`src/rtl/mesi_isc_sched_pkg.sv`:
```
// Shared encodings and FSM state type for the broadcast scheduler.
//   MBUS_* : main-bus command codes from the CPUs
//   CBUS_* : coherence-bus command codes to the CPUs
//   sched_state_e : scheduler FSM states
//   oh2idx : one-hot (4) to index helper
package mesi_isc_sched_pkg;

  localparam int unsigned MBUS_NOP      = 0;
  localparam int unsigned MBUS_WR       = 1;
  localparam int unsigned MBUS_RD       = 2;
  localparam int unsigned MBUS_WR_BROAD = 3;
  localparam int unsigned MBUS_RD_BROAD = 4;

  localparam int unsigned CBUS_NOP      = 0;
  localparam int unsigned CBUS_WR_SNOOP = 1;
  localparam int unsigned CBUS_RD_SNOOP = 2;
  localparam int unsigned CBUS_EN_WR    = 3;
  localparam int unsigned CBUS_EN_RD    = 4;

  typedef enum logic [1:0] {
    ST_IDLE   = 2'd0,
    ST_SNOOP  = 2'd1,
    ST_ENABLE = 2'd2,
    ST_RESP   = 2'd3
  } sched_state_e;

  function automatic logic [1:0] oh2idx(input logic [3:0] oh);
    logic [1:0] r;
    r = 2'd0;
    for (int i = 0; i < 4; i++) begin
      if (oh[i]) r = 2'(i);
    end
    return r;
  endfunction

endpackage

```
`src/rtl/mesi_isc_rr_arb.sv`:
```
// 4-way round-robin picker; search starts at last_grant+1 (mod 4).
//   req        : request vector
//   last_grant : index of the most recently served requester
//   gnt_c      : one-hot grant (combinational)
//   gnt_vld_c  : some request was granted (combinational)
module mesi_isc_rr_arb (
  input  logic [3:0] req,
  input  logic [1:0] last_grant,
  output logic [3:0] gnt_c,
  output logic       gnt_vld_c
);

  logic [1:0] idx;

  always_comb begin
    gnt_c     = 4'b0000;
    gnt_vld_c = 1'b0;
    idx       = 2'd0;
    for (int k = 1; k <= 4; k++) begin
      idx = last_grant + 2'(k);
      if (!gnt_vld_c && req[idx]) begin
        gnt_c[idx] = 1'b1;
        gnt_vld_c  = 1'b1;
      end
    end
  end

endmodule

```
`src/rtl/mesi_isc_broad_sched.sv`:
```
// Broadcast scheduler: serialises WR_BROAD/RD_BROAD requests from 4 CPUs,
// snoops the three other CPUs, enables the originator, then acks it.
//   clk, rst (sync, active-high)
//   mbus_cmd_array/mbus_addr_array : per-CPU request command and address
//   mbus_ack                       : one-cycle completion pulse per CPU
//   cbus_addr, cbus_cmd0..3        : coherence broadcast address/commands
//   cbus_ack0..3                   : per-CPU coherence acknowledge
//   sched_err                      : watchdog abort pulse
// Optional watchdog: define MESI_ISC_SCHED_TIMEOUT_EN.
module mesi_isc_broad_sched
  import mesi_isc_sched_pkg::*;
#(
  parameter int unsigned ADDR_WIDTH     = 32,
  parameter int unsigned MBUS_CMD_WIDTH = 3,
  parameter int unsigned CBUS_CMD_WIDTH = 3,
  parameter int unsigned TIMEOUT_CYCLES = 16
) (
  input  logic                      clk,
  input  logic                      rst,
  input  logic [MBUS_CMD_WIDTH-1:0] mbus_cmd_array  [3:0],
  input  logic [ADDR_WIDTH-1:0]     mbus_addr_array [3:0],
  output logic [3:0]                mbus_ack,
  output logic [ADDR_WIDTH-1:0]     cbus_addr,
  output logic [CBUS_CMD_WIDTH-1:0] cbus_cmd0,
  output logic [CBUS_CMD_WIDTH-1:0] cbus_cmd1,
  output logic [CBUS_CMD_WIDTH-1:0] cbus_cmd2,
  output logic [CBUS_CMD_WIDTH-1:0] cbus_cmd3,
  input  logic                      cbus_ack0,
  input  logic                      cbus_ack1,
  input  logic                      cbus_ack2,
  input  logic                      cbus_ack3,
  output logic                      sched_err
);

  sched_state_e              state, state_nxt;
  logic [1:0]                orig, orig_nxt, last_grant, last_grant_nxt, gidx;
  logic                      is_wr, is_wr_nxt;
  logic [3:0]                pend, pend_nxt, req, gnt, ack, mbus_ack_nxt;
  logic                      gnt_vld, wd_warn, wd_expire;
  logic [ADDR_WIDTH-1:0]     addr_nxt;
  logic [CBUS_CMD_WIDTH-1:0] cmd_q [4];
  logic [CBUS_CMD_WIDTH-1:0] cmd_nxt [4];

  assign ack       = {cbus_ack3, cbus_ack2, cbus_ack1, cbus_ack0};
  assign cbus_cmd0 = cmd_q[0];
  assign cbus_cmd1 = cmd_q[1];
  assign cbus_cmd2 = cmd_q[2];
  assign cbus_cmd3 = cmd_q[3];

  // Only broadcast commands are requests.
  always_comb begin
    req = 4'b0000;
    for (int i = 0; i < 4; i++) begin
      req[i] = (mbus_cmd_array[i] == MBUS_CMD_WIDTH'(MBUS_WR_BROAD)) ||
               (mbus_cmd_array[i] == MBUS_CMD_WIDTH'(MBUS_RD_BROAD));
    end
  end

  mesi_isc_rr_arb u_arb (
    .req        (req),
    .last_grant (last_grant),
    .gnt_c      (gnt),
    .gnt_vld_c  (gnt_vld)
  );

  assign gidx = oh2idx(gnt);

`ifdef MESI_ISC_SCHED_TIMEOUT_EN
  localparam int unsigned WD_W = $clog2(TIMEOUT_CYCLES) + 1;
  logic [WD_W-1:0] wdog;
  logic            wd_active, wd_stay;
  logic            sched_err_q;

  // Counts cycles spent in SNOOP/ENABLE. sched_err is raised during the
  // final allowed cycle, and that same cycle aborts to IDLE.
  assign wd_active = (state == ST_SNOOP) || (state == ST_ENABLE);
  assign wd_expire = wd_active && (wdog == WD_W'(TIMEOUT_CYCLES - 1));
  assign wd_stay   = (state_nxt == ST_SNOOP) || (state_nxt == ST_ENABLE);
  assign wd_warn   = wd_active && wd_stay && (wdog == WD_W'(TIMEOUT_CYCLES - 2));
  assign sched_err = sched_err_q;

  always_ff @(posedge clk) begin
    if (rst) begin
      wdog        <= '0;
      sched_err_q <= 1'b0;
    end else begin
      wdog        <= (wd_active && wd_stay) ? wdog + WD_W'(1) : '0;
      sched_err_q <= wd_warn;
    end
  end
`else
  assign wd_warn   = 1'b0;
  assign wd_expire = 1'b0;
  assign sched_err = 1'b0;
`endif

  // State register.
  always_ff @(posedge clk) begin
    if (rst) state <= ST_IDLE;
    else     state <= state_nxt;
  end

  // Next-state logic.
  always_comb begin
    state_nxt = state;
    case (state)
      ST_IDLE:   if (gnt_vld) state_nxt = ST_SNOOP;
      ST_SNOOP:  if ((pend & ~ack) == 4'b0000) state_nxt = ST_ENABLE;
      ST_ENABLE: if (ack[orig]) state_nxt = ST_RESP;
      ST_RESP:   state_nxt = ST_IDLE;
      default:   state_nxt = ST_IDLE;
    endcase
    if (wd_expire) state_nxt = ST_IDLE;
  end

  // Output/datapath next values; all outputs are registered from these.
  always_comb begin
    orig_nxt       = orig;
    is_wr_nxt      = is_wr;
    addr_nxt       = cbus_addr;
    pend_nxt       = 4'b0000;
    last_grant_nxt = last_grant;
    mbus_ack_nxt   = 4'b0000;
    for (int i = 0; i < 4; i++) cmd_nxt[i] = CBUS_CMD_WIDTH'(CBUS_NOP);

    if ((state == ST_IDLE) && gnt_vld) begin
      orig_nxt  = gidx;
      is_wr_nxt = (mbus_cmd_array[gidx] == MBUS_CMD_WIDTH'(MBUS_WR_BROAD));
      addr_nxt  = mbus_addr_array[gidx];
      pend_nxt  = ~gnt;
    end else if (state == ST_SNOOP) begin
      pend_nxt  = pend & ~ack;
    end

    if ((state == ST_RESP) || wd_expire) last_grant_nxt = orig;

    case (state_nxt)
      ST_SNOOP: begin
        for (int i = 0; i < 4; i++) begin
          if (pend_nxt[i])
            cmd_nxt[i] = is_wr_nxt ? CBUS_CMD_WIDTH'(CBUS_WR_SNOOP)
                                   : CBUS_CMD_WIDTH'(CBUS_RD_SNOOP);
        end
      end
      ST_ENABLE: cmd_nxt[orig_nxt] = is_wr_nxt ? CBUS_CMD_WIDTH'(CBUS_EN_WR)
                                               : CBUS_CMD_WIDTH'(CBUS_EN_RD);
      ST_RESP:   mbus_ack_nxt = 4'b0001 << orig_nxt;
      default:   ;
    endcase
  end

  // Datapath and output registers.
  always_ff @(posedge clk) begin
    if (rst) begin
      orig       <= 2'd0;
      is_wr      <= 1'b0;
      pend       <= 4'b0000;
      last_grant <= 2'd3;
      mbus_ack   <= 4'b0000;
      cbus_addr  <= '0;
      for (int i = 0; i < 4; i++) cmd_q[i] <= CBUS_CMD_WIDTH'(CBUS_NOP);
    end else begin
      orig       <= orig_nxt;
      is_wr      <= is_wr_nxt;
      pend       <= pend_nxt;
      last_grant <= last_grant_nxt;
      mbus_ack   <= mbus_ack_nxt;
      cbus_addr  <= addr_nxt;
      for (int i = 0; i < 4; i++) cmd_q[i] <= cmd_nxt[i];
    end
  end

endmodule
```
`config.mk`:
```
export PLATFORM = sky130hd
export DESIGN_NAME = mesi_isc_broad_sched
export DESIGN_NICKNAME = d
export VERILOG_FILES = /design/src/rtl/mesi_isc_sched_pkg.sv /design/src/rtl/mesi_isc_rr_arb.sv /design/src/rtl/mesi_isc_broad_sched.sv
export SDC_FILE = /design/constraint.sdc
export NUM_CORES = 1
export LEC_CHECK = 0
export ABC_AREA = 1
export BUFFER_PORTS_ARGS = -buffer_cell sky130_fd_sc_hd__buf_2
export CORE_MARGIN = 1.5
export CORE_UTILIZATION = 40
export CTS_BUF_LIST = sky130_fd_sc_hd__clkbuf_8
export DETAILED_ROUTE_END_ITERATION = 6
export PLACE_DENSITY = 0.71
export RECOVER_POWER = 25
export SYNTH_ARGS = -nofsm -noshare
export SYNTH_HDL_FRONTEND = slang
export SYNTH_SLANG_ARGS = --single-unit
```
`constraint.sdc`:
```
create_clock -name clk -period 5.9 [get_ports clk]
set_input_delay 1.475 -clock clk [delete_from_list [all_inputs] [get_ports clk]]
set_output_delay 1.475 -clock clk [all_outputs]
set_load 0.005 [all_outputs]
```
==> results.md, run 1 <==
* Wirelength per Cell at 13.06 um
* Root buf cell: clkbuf_8
* Most area-consuming cells after synthesis: dfxtp_1 29%, nor2_1 9.1%, nand2_1 7.3%, inv_1 6.2%, o211ai_2 5.6%
* Starting Density at 41.18%
* RSZ-0062 raised after global routing: no
* First drt pass iteration count at 4
* Crit share post-route at 67.90%
* Congestion Overflow GR at 0
* Rel. slew slack at 26.87%
* Min-Delay Path Class: register to register
* Worst path most repeated cell: nand2_1
* Post-CTS Setup Inserts at 0
* Post-synth cell types at 36
* Worst vdd ir at 295.4 uV
* DR vias/cell at 4.971
* Share of layout cells above drive strength 1 at 34.40%
* R2R setup slack at 2.24 ns
* Total vias in the final route at 4409
* CP Launch Type: input pin
* Switching share of power at 49.22%
* Synth Area per Inst at 7.012 um2
* Post-DP HPWL at 8.763 mm
* Part of the power in combinational logic at 61.7%
* Yosys warns at 0
* Sequential cell area fraction in the yosys report at 29.34%
* GP Congestion at 0.8966
* Global-route wire length before repair at 17.95 mm
* All-Layer GR Usage at 21.26%
* Critical-path top delay cell: nand2_4
* Clk_lat worst skew at 0.33 ns
* Syn Nets at 731
* Critical path buffer and inverter count at 4
* CTS sink count at 59
* Ys flop type: dfxtp_1
* Post_cts resized at 0
* Vias in the first global route at 3858
* Core area at 9774 um2
* Total CTS buffers at 9
* Largest net degree at the start of global routing at 98
* Power Dens Cells at 507.8 nW/um2
* Initial antenna violation count at 1
* Psw at 1.288 mW
* Critical Path Max Stage Delay at 0.60 ns
* Critical Path AT at 4.27 ns
* Area Overhead vs Synth at 28.01%
* Die X at 103.3 um
* Pint at 1.329 mW
* EDFF count, synth at 0
* Placed Instances at 870
* Final Hold Fails at 0
* Post-Route Setup TNS at 0 ns
* Critical path cell sequence: buf_2 -> nor2_1 -> nand2_1 -> nand3_1 -> nand2_1 -> nand2_1 -> nand2_1 -> nand3_1 -> nand2_1 -> inv_1 -> nand3_2 -> inv_4 -> nand2_4 -> nand3_2 -> nand2_1 -> nand2_2 -> nand2_4 -> inv_2 -> nor2_1 -> nor2_1
* Reg-to-Reg Start: last_grant[0]
* Power share of the clock group at 15.5%
* Final std cells w/o fill at 887
* Crit end category: register
* HP Start: state[0]
* Post-synthesis register bit count at 59
* Clk buf depth at 2
* Total Wirelength at 11.58 mm
* # nets final at 905
* Hold buffers post-CTS at 0
* Die ar. at 10670 um2
* IO Count at 195
* Hold_ws at 0.5447 ns
* DR iter-0 viols at 201
* Max cap viols at 0
* Area leader, netlist: dfxtp_1
* Die Ht at 103.3 um
* Setup violations, final at 0
* Layout fillers at 981
* CTS tree: done
* Achievable Freq at 0.2496 GHz
* # port buffers at 193
* Final min period at 4.006 ns
* Critical Path RT at 6.16 ns
* Status: finished, final reports clean
* Cell row count at 36
* P_leak at 2.574 nW
* Delay-heaviest family, CP: simple AND/OR/NAND/NOR gates
* Synthesized area at 4025 um2
* Reg clk slew, reported paths at 0.07 ns
* Clock Skew at 0.008840 ns
* Critical path class: input pin to register
* Hold path depth at 2
* H-Tree Depth at 3
* Area share of the largest cell type after synthesis at 29.34%
* Hold Crit Endpoint: last_grant[1]
* Asr flop ratio synth at 0%
* Syn Inst Count at 574
* Most common cell in the netlist: nor2_1
* Synth top cells by count: 98 x nor2_1, 78 x nand2_1, 67 x inv_1, 59 x dfxtp_1, 37 x o21ai_0
* Reg power frac at 22.8%
* Slew Viols, Final at 0
* Routed Antenna Nets at 0
* Worst-Margin Slew at 1.097 ns
* Post-route DRC violation count at 0
* Worst Reg-to-Reg Cells at 17
* Critical path peak fanout at 97
* Reg2Reg Capture Point: cmd_q[1][1]
## tightest hold or removal path, cell delays in order (launching register included)
cell,delay [ns]
dfxtp_1,0.34
nand3_1,0.09
nand3_1,0.07
## layout make-up
class	count	area, um2	share of cell area [%]
Multi-Input combinational cell	410	2345	45.51
Sequential cell	59	1181	22.92
Timing Repair Buffer	195	955.9	18.55
Inverter	73	279.0	5.415
Clock buffer	13	178.9	3.473
Tap cell	133	166.4	3.230
Clock inverter	3	43.79	0.8499
Antenna cell	1	2.502	0.04857
## routing by layer
layer	global-route usage, %	part of all wire (%)	wire length, um	vias to the layer above
met3	5.040	5.9	688	14
met5	0	0	0	-
li1	-	-	-	2265
met2	36.29	49	5731	150
met1	26.58	43	5004	1980
met4	6.653	1.3	154	0
## layout by cell type, fill, tap and decap left out, drive strengths merged, types with 2 or more instances in the layout
cell and count:
o211ai 32, nand3b 3, clkbuf 32, clkinv 2
nand4 4, o21ai 70, buf 176, nor2 104
dfxtp 59, a31oi 32, ha 11, nor3 4
nand2 94, inv 73, nand3 44, a21oi 6
o22ai 2
## cells by family after synthesis
group,share of synthesized area (%)
buf+inv,12.59
simple gates,30.99
fa+ha+maj,3.419
flops,29.34
other cells,0.09317
compound gates,23.56
## state kept, by name (all words and copies together) (netlist names)
name / cells
last_grant: 2
cbus_addr: 32
orig: 2
is_wr: 1
cmd_q: 12
pend: 4
state: 2
mbus_ack: 4
## worst max path at each step
stage                            startpoint           to  slack [ns]  depth (start not counted)
after floorplan           mbus_cmd_array[0]  cmd_q[3][0]        2.35                         18
after global placement    mbus_cmd_array[3]  cmd_q[1][1]        1.67                         17
after detailed placement  mbus_cmd_array[6]  cmd_q[1][1]        1.54                         20
after global routing      mbus_cmd_array[6]  cmd_q[3][1]        1.50                         19
final                     mbus_cmd_array[6]  cmd_q[1][1]        1.89                         20
after CTS                 mbus_cmd_array[6]  cmd_q[1][1]        1.88                         20
## power by group through the flow
stage | logic, mW | clock network [mW] | registers, mW
6_report | 1.61 | 0.406 | 0.597
5_1_grt | 1.82 | 0.431 | 0.612
4_1_cts | 1.63 | 0.413 | 0.595
3_5_place_dp | 1.62 | 0 | 0.601
3_3_place_gp | 1.59 | 0 | 0.601
2_1_floorplan | 1.33 | 0 | 0.603
## per-stage QoR
| stage | utilization [%] | worst slack (ns) | total power [mW] | instance area, um2 |
|---|---|---|---|---|
| 2_1_floorplan | - | 2.345 | 1.938 | 4025 |
| 3_3_place_gp | 50.67 | 1.673 | 2.191 | 4952 |
| 3_5_place_dp | 50.67 | 1.542 | 2.225 | 4952 |
| 4_1_cts | 52.94 | 1.884 | 2.635 | 5175 |
| 5_1_grt | 52.71 | 1.503 | 2.865 | 5152 |
| 6_report | 52.71 | 1.894 | 2.617 | 5152 |
Power figures use the tool's default switching activity.
==> run 2, diff against run 1 <==
PLACE_DENSITY = 0.74   (was 0.71)
clock period = 3.31 ns   (was 5.9 ns; I/O delays follow)
==> run 2 against run 1 <==
The run now ends with max-capacitance violations, max-slew violations left. Via count is 1.8% higher. Die area unchanged. Sequential share of layout area fell by 0.24 points. Sequential power is 78% higher. Clock-buffer cell count down 4. First-iteration DRC count increased by 9.0%. Clock power increased by 53%. Hold slack got worse by 0.0019 ns. Routed wire length is 0.92% higher. Largest cell class unchanged.
==> results.md, run 2 (synthesis results as in run 1) <==
* Die ar. at 10670 um2
* # port buffers at 193
* Worst vdd ir at 540.1 uV
* Root buf cell: clkbuf_8
* # nets final at 915
* Pre-CTS setup slack at 0.1992 ns
* Post-CTS Setup Inserts at 0
* Critical path peak fanout at 8
* Reg clk slew, reported paths at 0.07 ns
* Core area at 9774 um2
* Die Ht at 103.3 um
* Post_cts resized at 0
* Post-route cell area at 5207 um2
* Area Overhead vs Synth at 29.38%
* Min-Delay Path Class: register to register
* Wirelength per Cell at 13.04 um
* Post-route DRC violation count at 0
* DR iter-0 viols at 219
* Routed Antenna Nets at 0
* Crit end category: register
* Final min period at 2.848 ns
* Global-route wire length before repair at 18.39 mm
* Leading cell type in the layout, fill and taps excluded: buf_2
* Critical Path RT at 3.59 ns
* Most frequent cells in the layout: 172 x buf_2, 97 x nor2_1, 78 x nand2_1, 69 x inv_1, 59 x dfxtp_1
* CTS sink count at 59
* GP Congestion at 0.9148
* Setup WS post-layout at 0.4623 ns
* Vias in the first global route at 4048
* Area after DPL at 5052 um2
* Post-Route Setup TNS at 0 ns
* Total CTS buffers at 9
* Die X at 103.3 um
* Critical-path top delay cell: ha_1
* Final Hold Fails at 0
* Inserted Diodes at 0
* Largest net degree at the start of global routing at 52
* Achievable Freq at 0.3512 GHz
* Max cap viols at 1
* Initial antenna violation count at 0
* Worst-Margin Slew at 1.503 ns
* Share of layout cells above drive strength 1 at 34.73%
* CTS tree: done
* IO Count at 195
* Power Dens Cells at 900.1 nW/um2
* Post-DP HPWL at 9.113 mm
* Cell row count at 36
* CP Launch Type: register
* Critical Path AT at 3.12 ns
* Critical path class: register to register
* DR vias/cell at 5.008
* H-Tree Depth at 3
* Total Wirelength at 11.69 mm
* All-Layer GR Usage at 21.77%
* P_leak at 2.608 nW
* Critical path cell sequence: inv_1 -> ha_1 -> inv_1 -> nand3_1 -> nand2_4 -> nor2_8 -> nand2_2 -> nor2_4 -> nor2_8 -> inv_4 -> nand2_1 -> inv_1 -> ha_1 -> nor2_1 -> inv_1 -> o21ai_1 -> nand2_1 -> inv_1
* Biggest regs: cbus_addr x32, cmd_q x12
* RSZ-0062 raised after global routing: no
* Failing checks: max-capacitance violations, max-slew violations
* Clock Skew at 0.01215 ns
* Slew Viols, Final at 35
* Rel. slew slack at -0.1826%
* Total vias in the final route at 4487
* Clk_lat worst skew at 0.33 ns
* Critical Path Max Stage Delay at 0.36 ns
* Worst path most repeated cell: inv_1
* Congestion Overflow GR at 0
* Starting Density at 41.18%
* Hold buffers post-CTS at 0
* Max reg flops at 32
* Clk buf depth at 2
* Setup violations, final at 0
* First drt pass iteration count at 4
* Status: finished with violations
* Top reg by flops: cbus_addr
* Crit share post-route at 86.03%
[run 2: cell types whose count changed in the layout (fill, tap and decap cells not counted), sizes merged]
cell and change:
clkbuf -1, buf +7, clkinv +2, inv +2
diode -1
[run 2: per-layer routing]
layer / wire (um) / GRT usage, % / vias up
met1: 4838 / 26.60 / 1984
met2: 5780 / 37.25 / 193
met5: 0 / 0 / -
met3: 857 / 5.309 / 23
met4: 210 / 7.900 / 0
li1: - / - / 2287
[run 2: layout make-up]
class | count | area (um2)
Inverter | 73 | 279.0
Fill cell | 997 | 4567
Clock inverter | 7 | 61.31
Timing Repair Buffer | 205 | 1051
Sequential cell | 59 | 1181
Multi-Input combinational cell | 410 | 2345
Clock buffer | 9 | 123.9
Tap cell | 133 | 166.4
[run 2: report_power, final]
group	total [mW]	internal (mW)	switching, mW
Combinational	3.00	1.09	1.92
Clock	0.623	0.339	0.284
Sequential	1.06	0.948	0.112
Total	4.69	2.38	2.31
[run 2: stage by stage]
step	hold WS, ns	total power, mW	std cells	util [%]
CTS	0.5401	4.728	896	53.58
finish	0.5428	4.687	896	53.28
global placement	0.5255	4.025	880	51.69
floorplan	0.4959	3.454	574	-
detailed placement	0.5270	4.088	880	51.69
global route	0.5705	5.144	896	53.28
[run 2: worst max-delay path, delay by kind of cell (launching register included)]
family          cells  cell delay (ns)
fa+ha+maj           2             0.59
flops               1             0.34
buf+inv             6             0.59
compound gates      1             0.15
simple gates        9             1.12
[run 2: worst paths after layout]
kind                                    start       endpoint  slack (ns)  cells after the start
worst max-delay path            last_grant[1]    cmd_q[3][0]        0.46                     18
worst max register to register  last_grant[1]    cmd_q[3][0]        0.46                     18
worst min-delay path                 state[0]  last_grant[1]        0.54                      2
worst min register to register       state[0]  last_grant[1]        0.54                      2
